File: src/rtl/fetch_pkg.sv
// Shared fetch-stage types and constants (entry layout, instruction width, NOP encoding).
// Latency: none, declarations only.
// Backpressure: none, declarations only.
package fetch_pkg;

  localparam int XLEN = 32;

  // Canonical NOP (addi x0, x0, 0); used as the filler inst field of PC tag entries.
  localparam logic [XLEN-1:0] NOP_INST = 32'h0000_0013;

  typedef struct packed {
    logic [XLEN-1:0] inst;
    logic [XLEN-1:0] pc;
  } fetch_entry_t;

  // Fetch addresses are always word aligned; low two bits are dropped.
  function automatic logic [XLEN-1:0] word_align(input logic [XLEN-1:0] addr);
    return {addr[XLEN-1:2], 2'b00};
  endfunction

endpackage

File: src/rtl/inst_fifo.sv
// Generic synchronous FIFO of fetch_entry_t with flush; head is shown combinationally.
// Latency: a pushed entry is visible at head one cycle after the push.
// Backpressure: push is ignored when full unless a pop happens in the same cycle.
module inst_fifo
  import fetch_pkg::*;
#(
  parameter int DEPTH = 2,
  localparam int AW = (DEPTH > 1) ? $clog2(DEPTH) : 1,
  localparam int CW = $clog2(DEPTH + 1)
) (
  input  logic         clk,
  input  logic         reset,
  input  logic         flush,
  input  logic         push,
  input  fetch_entry_t push_data,
  input  logic         pop,
  output fetch_entry_t head,
  output logic         full,
  output logic         empty,
  output logic [CW-1:0] count
);

  fetch_entry_t  mem [DEPTH];
  logic [AW-1:0] wr_ptr;
  logic [AW-1:0] rd_ptr;
  logic [CW-1:0] cnt;
  logic          do_push;
  logic          do_pop;

  // Pointers wrap explicitly so any depth works, not only powers of two.
  function automatic logic [AW-1:0] ptr_inc(input logic [AW-1:0] p);
    return (p == AW'(DEPTH - 1)) ? '0 : p + AW'(1);
  endfunction

  assign empty   = (cnt == '0);
  assign full    = (cnt == CW'(DEPTH));
  assign count   = cnt;
  assign head    = mem[rd_ptr];
  // A full FIFO still accepts a push when the head leaves in the same cycle.
  assign do_push = push && (!full || pop);
  assign do_pop  = pop && !empty;

  // Pointer and occupancy tracking; flush discards everything at once.
  always_ff @(posedge clk) begin
    if (reset || flush) begin
      wr_ptr <= '0;
      rd_ptr <= '0;
      cnt    <= '0;
    end else begin
      if (do_push) wr_ptr <= ptr_inc(wr_ptr);
      if (do_pop)  rd_ptr <= ptr_inc(rd_ptr);
      case ({do_push, do_pop})
        2'b10:   cnt <= cnt + CW'(1);
        2'b01:   cnt <= cnt - CW'(1);
        default: cnt <= cnt;
      endcase
    end
  end

  // Storage write; contents need no reset because empty gates every use of head.
  always_ff @(posedge clk) begin
    if (do_push && !flush && !reset) mem[wr_ptr] <= push_data;
  end

endmodule

File: src/rtl/inst_fetch.sv
// Instruction fetch: PC, in-order imem requests, buffered {inst, pc} to decode, redirect flush.
// Latency: response to if_valid is 1 cycle; 0 cycles on an empty buffer when IF_BYPASS_EN is defined.
// Backpressure: if_ready low holds the head; requests stop once in-flight + buffered reach FIFO_DEPTH.
module inst_fetch
  import fetch_pkg::*;
#(
  parameter logic [31:0] RESET_PC        = 32'h0000_0000,
  parameter int          FIFO_DEPTH      = 2,
  parameter int          MAX_OUTSTANDING = 2
) (
  input  logic        clk,
  input  logic        reset,
  output logic        imem_req_valid,
  input  logic        imem_req_ready,
  output logic [31:0] imem_addr,
  input  logic        imem_rsp_valid,
  input  logic [31:0] imem_rsp_data,
  input  logic        redirect_valid,
  input  logic [31:0] redirect_pc,
  output logic        if_valid,
  input  logic        if_ready,
  output logic [31:0] if_inst,
  output logic [31:0] if_pc,
  output logic [31:0] if_pc_plus4
);

  // FIFO_DEPTH is a power of two >= 2 and MAX_OUTSTANDING <= FIFO_DEPTH.
  localparam int FCW = $clog2(FIFO_DEPTH + 1);
  localparam int OCW = $clog2(MAX_OUTSTANDING + 1);

  logic [XLEN-1:0] fetch_pc;
  logic [OCW-1:0]  drop_cnt;
  logic [OCW-1:0]  outstanding;
  logic [FCW-1:0]  ifq_count;

  fetch_entry_t    tag_push_data;
  fetch_entry_t    tag_head;
  logic            tag_full;
  logic            tag_empty;

  fetch_entry_t    ifq_push_data;
  fetch_entry_t    ifq_head;
  logic            ifq_empty;
  logic            ifq_push;
  logic            ifq_pop;

  logic            credit_ok;
  logic            req_fire;
  logic            rsp_acc;
  logic            rsp_keep;
  logic            byp_take;

  logic            unused_tag_inst;
  logic            unused_ifq_full;

  // Issue only while every in-flight word is guaranteed a buffer slot on return.
  assign credit_ok      = ((int'(outstanding) + int'(ifq_count)) < FIFO_DEPTH) && !tag_full;
  assign imem_req_valid = !reset && !redirect_valid && credit_ok;
  assign imem_addr      = fetch_pc;
  assign req_fire       = imem_req_valid && imem_req_ready;

  // A response with nothing in flight is a protocol error and is ignored.
  assign rsp_acc  = imem_rsp_valid && !tag_empty;
  // Stale words (pre-redirect) and the word arriving with a redirect are discarded.
  assign rsp_keep = rsp_acc && (drop_cnt == '0) && !redirect_valid;

`ifdef IF_BYPASS_EN
  // An arriving word may go straight to decode when nothing older is buffered.
  assign byp_take = rsp_keep && ifq_empty;
`else
  assign byp_take = 1'b0;
`endif

  assign ifq_push_data = '{inst: imem_rsp_data, pc: tag_head.pc};
  assign ifq_push      = rsp_keep && !(byp_take && if_ready);
  assign ifq_pop       = if_valid && if_ready && !ifq_empty;

  // Tag queue: one entry per in-flight request, its count is the outstanding total.
  assign tag_push_data = '{inst: NOP_INST, pc: fetch_pc};

  inst_fifo #(
    .DEPTH (MAX_OUTSTANDING)
  ) u_tag_q (
    .clk       (clk),
    .reset     (reset),
    .flush     (1'b0),
    .push      (req_fire),
    .push_data (tag_push_data),
    .pop       (rsp_acc),
    .head      (tag_head),
    .full      (tag_full),
    .empty     (tag_empty),
    .count     (outstanding)
  );

  // Instruction buffer feeding decode; a redirect clears it outright.
  inst_fifo #(
    .DEPTH (FIFO_DEPTH)
  ) u_inst_q (
    .clk       (clk),
    .reset     (reset),
    .flush     (redirect_valid),
    .push      (ifq_push),
    .push_data (ifq_push_data),
    .pop       (ifq_pop),
    .head      (ifq_head),
    .full      (unused_ifq_full),
    .empty     (ifq_empty),
    .count     (ifq_count)
  );

  assign unused_tag_inst = ^tag_head.inst;

  // PC advance and stale-response accounting; redirect outranks any other event.
  always_ff @(posedge clk) begin
    if (reset) begin
      fetch_pc <= RESET_PC;
      drop_cnt <= '0;
    end else if (redirect_valid) begin
      fetch_pc <= word_align(redirect_pc);
      drop_cnt <= outstanding - (rsp_acc ? OCW'(1) : OCW'(0));
    end else begin
      if (req_fire) fetch_pc <= fetch_pc + 32'd4;
      if (rsp_acc && (drop_cnt != '0)) drop_cnt <= drop_cnt - OCW'(1);
    end
  end

  // Decode-facing view: buffer head, bypassed word, or idle values when empty.
  always_comb begin
    if_valid = !ifq_empty;
    if_inst  = ifq_head.inst;
    if_pc    = ifq_head.pc;
    if (ifq_empty) begin
      if_inst = '0;
      if_pc   = RESET_PC;
      if (byp_take) begin
        if_valid = 1'b1;
        if_inst  = imem_rsp_data;
        if_pc    = tag_head.pc;
      end
    end
  end

  assign if_pc_plus4 = if_pc + 32'd4;

endmodule

File: config.mk
export PLATFORM = sky130hd
export DESIGN_NAME = inst_fetch
export DESIGN_NICKNAME = d
export VERILOG_FILES = /design/src/rtl/fetch_pkg.sv /design/src/rtl/inst_fifo.sv /design/src/rtl/inst_fetch.sv
export SDC_FILE = /design/constraint.sdc
export NUM_CORES = 1
export LEC_CHECK = 0
export CELL_PAD_IN_SITES_DETAIL_PLACEMENT = 1
export CELL_PAD_IN_SITES_GLOBAL_PLACEMENT = 1
export CORE_UTILIZATION = 45
export DETAILED_ROUTE_END_ITERATION = 8
export MAX_ROUTING_LAYER = met4
export PLACE_DENSITY_LB_ADDON = 0.1
export SETUP_SLACK_MARGIN = 0.3
export SLEW_MARGIN = 10
export SYNTH_ARGS = -nofsm -noshare
export SYNTH_HDL_FRONTEND = slang
export SYNTH_SLANG_ARGS = --single-unit
File: constraint.sdc
create_clock -name clk -period 23 [get_ports clk]
set_input_delay 6.9 -clock clk [delete_from_list [all_inputs] [get_ports clk]]
set_output_delay 6.9 -clock clk [all_outputs]
set_load 0.005 [all_outputs]
==> metrics.yaml, run 1 <==
grt_pass1_wl_mm: 37.18
finalClockSkew_ps: 12.92
insertion_delay_ps: 510
rows: 54
num_vias: 6751
slew_headroom_pct: 41.11
synth-seq-area-share_pct: 63.25
totalPowerFinal_mw: 0.9227
ys_warn_count: 0
crit_fanout: 35
fin_ws_ps: 7545
critPathKind: "in -> out"
synthToLayoutAreaGrowth_pct: 28.69
fmax_mhz: 64.70
wl_per_cell_microns: 19.30
grt_usage_pct: 21.34
p_leak_nw: 4.173
net-switching-power_mw: 0.2040
fin_nets: 1030
fillers: 2209
cap_violations: 0
antenna_found_initial: 0
vdd.ir_drop.worst_mv: 0.04072
ant_nets: 0
place_area_sq_um: 12200
die_h_microns: 151.6
htree_levels: 1
post-route-min-period_ps: 15460
seqCellArea_sq_um: 6370
cts_tree: "done"
async_reset_ff_share_pct: 0
numCtsBuffers: 24
clkPwrFrac_pct: 39.6
numPortBuffers: 191
dr.pass1.iters: 4
die-area_sq_um: 22970
dieWidth_microns: 151.6
cts_buffer_depth: 3
power.internal_mw: 0.7187
drt_iter0_drc: 344
cp-start-kind: "input pin"
hold_ws_ps: 522.4
grt_setup_unrepaired: "false"
endpoint_kind: "primary output"
multi_input_area_sq_um: 3441
fin_setup_tns_ps: 0
syn_area_per_cell_sq_um: 13.17
synth_edf_count: 184
clock_sinks: 226
hold_violations: 0
gr-total-overflow: 0
pwr-share-seq_pct: 51.1
post_cts_buffers: 0
status: "complete, no violations"
vias_per_cell: 5.396
layout-drive-gt1-share_pct: 11.33
syn_area_sq_um: 10060
p_per_area_nw_per_um2: 71.24
routed_wl_mm: 24.14
grt_max_degree: 77
setup_viol_count_final: 0
power.share.combinational_pct: 9.4
crit_required_ps: 16100
pin_count: 200
slew_violations: 0
design_area_sq_um: 12950
start_util_pct: 45.98
stdcell_count: 1251
ys_ff_latch: 226
synth_ff_type: "edfxtp_1"
critPathArrivalTime_ps: 8560
holdBufCountCts: 0
drcViolationCount: 0
gp_congestion: 0.7913
core_area_sq_um: 21890
dpl.cell_count: 1207
min_path_type: "reg -> reg"
first_global_vias: 6922
period_share_pct: 67.20
synth_cell_types: 65
synth_cells: 764
place_ws_ps: 7544
dpl.hpwl_mm: 16.67
final_util_pct: 59.17
clkSlewWorstSetupHoldPaths_ps: 60
cts_root_buf: "clkbuf_16"
worst_pin_slew_ps: 883.4
diodes: 0
swShare_pct: 22.11
post_cts_resized: 0
synthesized netlist by cell type (14+ instances only):
master / n / area, sq um
nor2_1: 94 / 352.8
nor3_1: 14 / 70.07
nand2_1: 44 / 165.2
edfxtp_1: 184 / 5525
nand3_1: 24 / 120.1
mux2i_1: 61 / 610.6
a31oi_1: 17 / 106.4
mux2_2: 32 / 360.4
xnor2_1: 18 / 157.7
inv_1: 14 / 52.55
dfxtp_1: 42 / 840.8
a21oi_1: 19 / 95.09
xor2_1: 23 / 201.4
layer usage:
| metal | GRT usage, % | up-vias | share of wire (%) |
|---|---|---|---|
| li1 | - | 3212 | - |
| met1 | 27.33 | 3309 | 44 |
| met2 | 35.46 | 198 | 48 |
| met3 | 3.293 | 32 | 6.0 |
| met4 | 5.545 | 0 | 1.4 |
| met5 | - | - | 0 |
kinds of logic (layout without fill, tap and decap cells):
family / count (synthesis) / in the layout / share of synthesized area, %
xor gates and xnor gates: 41 / 41 / 3.568
and+or+nand+nor: 253 / 253 / 13.65
buffers and inverters: 57 / 259 / 2.921
muxes: 93 / 93 / 9.647
other: 1 / 6 / 0.03726
AOI/OAI and AO/OA: 86 / 86 / 5.980
adders and majority gates: 7 / 7 / 0.9448
DFF: 226 / 226 / 63.25
worst paths after layout:
| check | depth (start not counted) | from | slack [ps] | endpoint |
|---|---|---|---|---|
| max | 5 | redirect_valid | 7540 | imem_req_valid |
| min | 2 | u_inst_q.rd_ptr | 520 | u_inst_q.rd_ptr |
| max reg2reg | 8 | u_inst_q.count[0] | 19440 | u_tag_q.count[1] |
| min reg2reg | 2 | u_inst_q.rd_ptr | 520 | u_inst_q.rd_ptr |
final cells by class:
class | count | area share (%)
Clock inverter | 14 | 0.7052
Multi-Input combinational cell | 486 | 26.56
Tap cell | 280 | 2.705
Inverter | 15 | 0.4347
Timing Repair Buffer | 200 | 15.28
Sequential cell | 226 | 49.18
Clock buffer | 30 | 5.129
power by group through the flow:
stage / Combinational, mW / Sequential [mW] / Clock (mW)
after floorplan: 0.0484 / 0.476 / 0
after global placement: 0.0824 / 0.478 / 0
after detailed placement: 0.0861 / 0.480 / 0
after CTS: 0.0870 / 0.471 / 0.375
after global routing: 0.0941 / 0.473 / 0.388
final: 0.0863 / 0.471 / 0.365
registers in the layout (all words and copies together), names as in the netlist, named ones only:
name             cells
u_inst_q.wr_ptr      1
u_tag_q.rd_ptr       1
u_tag_q.mem         60
u_inst_q.count       2
u_inst_q.rd_ptr      1
drop_cnt             2
u_tag_q.count        2
u_inst_q.mem       124
imem_addr           30
u_tag_q.wr_ptr       1
cells in the final DEF, fill, tap and decap left out, types with 3 or more instances in the layout:
| cell | count |
|---|---|
| mux2i_1 | 61 |
| a211oi_1 | 8 |
| a21oi_1 | 19 |
| nor2_1 | 93 |
| xor2_1 | 23 |
| inv_1 | 14 |
| clkdlybuf4s50_1 | 191 |
| nor3_1 | 13 |
| nand4_1 | 13 |
| buf_4 | 9 |
| a211oi_4 | 3 |
| o21a_1 | 3 |
| and2_1 | 6 |
| nor4_2 | 5 |
| o21ai_0 | 12 |
| nor2_2 | 4 |
| nand2_1 | 44 |
| dfxtp_1 | 41 |
| a311oi_1 | 3 |
| nor4_1 | 3 |
| ha_1 | 6 |
| clkbuf_1 | 3 |
| o211ai_1 | 8 |
| xnor2_1 | 18 |
| a22oi_1 | 3 |
| a31oi_1 | 17 |
| or3_1 | 12 |
| clkinv_1 | 7 |
| conb_1 | 6 |
| clkbuf_16 | 25 |
| nand3_1 | 24 |
| edfxtp_1 | 184 |
| mux2_2 | 32 |
| or2_2 | 3 |
| nand4_4 | 3 |
| clkinv_2 | 6 |
| nand3b_1 | 6 |
worst max-delay path: stages:
cell             delay (ps)
clkdlybuf4s50_1         400
buf_4                   260
nor4_2                  300
and2_1                  190
clkdlybuf4s50_1         500
Power figures use the tool's default switching activity.
==> run 2, diff against run 1 <==
--- a/config.mk
+++ b/config.mk
@@ -7,7 +7,7 @@
 export LEC_CHECK = 0
 export CELL_PAD_IN_SITES_DETAIL_PLACEMENT = 1
 export CELL_PAD_IN_SITES_GLOBAL_PLACEMENT = 1
-export CORE_UTILIZATION = 45
+export CORE_UTILIZATION = 42
 export DETAILED_ROUTE_END_ITERATION = 8
 export MAX_ROUTING_LAYER = met4
 export PLACE_DENSITY_LB_ADDON = 0.1
==> constraint.sdc (replaced) <==
create_clock -name clk -period 15.4 [get_ports clk]
set_input_delay 4.62 -clock clk [delete_from_list [all_inputs] [get_ports clk]]
set_output_delay 4.62 -clock clk [all_outputs]
set_load 0.005 [all_outputs]
==> run 2 against run 1 <==
Compared with the run above: power is 57% higher; core utilization is 3.3 points lower; clock skew is 5.4 ps higher; cell count is 3.3% higher; critical path type unchanged.
==> metrics.yaml, run 2 (synthesis gave the netlist of run 1 again) <==
layout_commonest_cell: "clkdlybuf4s50_1"
power.internal_mw: 1.134  # +58%
first_global_vias: 7153  # +3.3%
fmax_mhz: 92.23
hold_ws_ps: 517.1  # -5.271 ps
cts_tree: "done"
post_cts_resized: 0  # unchanged
dr.pass1.iters: 4  # unchanged
holdBufCountCts: 0  # unchanged
diodes: 0  # unchanged
numPortBuffers: 191  # unchanged
clkSlewWorstSetupHoldPaths_ps: 60  # about the same
power.share.combinational_pct: 8.9  # -0.5 points
dpl.hpwl_mm: 16.76  # +0.51%
fin_setup_tns_ps: 0  # unchanged
layout-drive-gt1-share_pct: 12.13  # +0.80 points
core_area_sq_um: 23470  # +7.2%
period_share_pct: 70.41
cp-start-kind: "input pin"
drcViolationCount: 0  # unchanged
cap_violations: 0  # unchanged
cpMostUsedCell: "clkdlybuf4s50_1"
grt_pass1_wl_mm: 38.34  # +3.1%
critPathKind: "in -> out"
fillers: 2333  # +5.6%
crit_fanout: 35  # unchanged
hold_violations: 0  # unchanged
post-route-min-period_ps: 10840
grt_setup_unrepaired: "false"
critPathArrivalTime_ps: 6220  # -2340 ps
worst_pin_slew_ps: 906.0  # +22.60 ps
slew_violations: 0  # unchanged
pin_count: 200  # unchanged
die_h_microns: 156.8  # +3.5%
most-common-layout-cells: "clkdlybuf4s50_1, edfxtp_1, nor2_1"
synthToLayoutAreaGrowth_pct: 30.37
wl_per_cell_microns: 18.87  # -2.2%
dpl.cell_count: 1246  # +3.2%
gr-total-overflow: 0  # unchanged
clock_sinks: 226  # unchanged
grt_max_degree: 77  # unchanged
p_leak_nw: 4.219  # +1.1%
start_util_pct: 42.88  # -3.1 points
ant_nets: 0  # unchanged
endpoint_kind: "primary output"
post_cts_buffers: 0  # unchanged
finalClockSkew_ps: 18.31  # +5.398 ps
setup_viol_count_final: 0  # unchanged
htree_levels: 1  # unchanged
crit_required_ps: 10780  # -5320 ps
vdd.ir_drop.worst_mv: 0.06819  # +67%
totalPowerFinal_mw: 1.452  # +57%
pwr-share-seq_pct: 48.5  # -2.6 points
dieWidth_microns: 156.8  # +3.5%
grt_usage_pct: 20.41  # -0.93 points
num_vias: 6762  # +0.16%
swShare_pct: 21.94  # -0.17 points
path_cells: "clkdlybuf4s50_1 > buf_4 > nor4_2 > and2_1 > clkdlybuf4s50_1"
top_register: "u_inst_q.mem"
largest_register_ffs: 124  # unchanged
status: "complete, no violations"
fin_nets: 1031  # +0.097%
routed_wl_mm: 24.38  # +0.99%
drt_iter0_drc: 251  # -27%
slowest_delay_ps: 490  # about the same
vias_per_cell: 5.234  # -3.0%
p_per_area_nw_per_um2: 110.7  # +55%
cts_root_buf: "clkbuf_16"
min_path_type: "reg -> reg"
slew_headroom_pct: 39.53  # -1.6 points
insertion_delay_ps: 520  # about the same
numCtsBuffers: 25  # +4.2%
slowest_stage: "clkdlybuf4s50_1"
clkPwrFrac_pct: 42.7  # +3.1 points
stdcell_count: 1292  # +3.3%
cts_buffer_depth: 3  # unchanged
gp_congestion: 0.8194  # +3.6%
die-area_sq_um: 24590  # +7.0%
rows: 56  # +3.7%
net-switching-power_mw: 0.3186  # +56%
antenna_found_initial: 0  # unchanged
## run 2: cell count changes in the layout (fill, tap and decap cells not counted), sizes merged
cell and delta:
clkinvlp +3, inv +2, clkinv -6, bufinv +3
## run 2: path summary, 6_finish.rpt
| check | slack [ps] | cells after the start | to | from |
|---|---|---|---|---|
| setup / recovery | 4560 | 5 | imem_req_valid | redirect_valid |
| setup reg to reg | 11900 | 8 | u_tag_q.count[1] | u_inst_q.count[0] |
| hold / removal | 520 | 2 | u_tag_q.rd_ptr | u_tag_q.rd_ptr |
| hold reg to reg | 520 | 2 | u_tag_q.rd_ptr | u_tag_q.rd_ptr |
## run 2: through the flow
stage | area, sq um | setup slack (ps) | util, %
after CTS | 13120 | 4536 | 55.90
after global placement | 12250 | 4576 | 52.17
after floorplan | 10080 | 5217 | -
after detailed placement | 12250 | 4541 | 52.17
after global routing | 13120 | 4454 | 55.90
final | 13120 | 4557 | 55.90
## run 2: critical path: cells and delay by family
kind / cells / cell delay [ps]
buf+inv: 3 / 1130
simple gates: 2 / 460
## run 2: metal layers
layer | global-route usage [%] | up-vias | wire, microns
met5 | - | - | 0
met4 | 5.415 | 0 | 414
met3 | 3.462 | 32 | 1416
met2 | 33.04 | 210 | 11540
met1 | 26.50 | 3315 | 11010
li1 | - | 3205 | -
## run 2: power by group through the flow
| stage | clock network [mW] | logic [mW] | registers [mW] |
|---|---|---|---|
| after floorplan | 0 | 0.0723 | 0.710 |
| after global placement | 0 | 0.123 | 0.714 |
| after detailed placement | 0 | 0.129 | 0.717 |
| after CTS | 0.636 | 0.131 | 0.704 |
| after global routing | 0.657 | 0.141 | 0.706 |
| final | 0.619 | 0.129 | 0.704 |
## run 2: layout make-up
cell class,instances,area (sq um),share of cell area [%]
clock buffer,30,674.4,5.140
multi-input combinational,486,3441,26.22
timing repair buffer,200,1979,15.09
clock inverter,16,201.4,1.535
tap,319,399.1,3.042
sequential,226,6370,48.55
inverter,15,56.30,0.4291
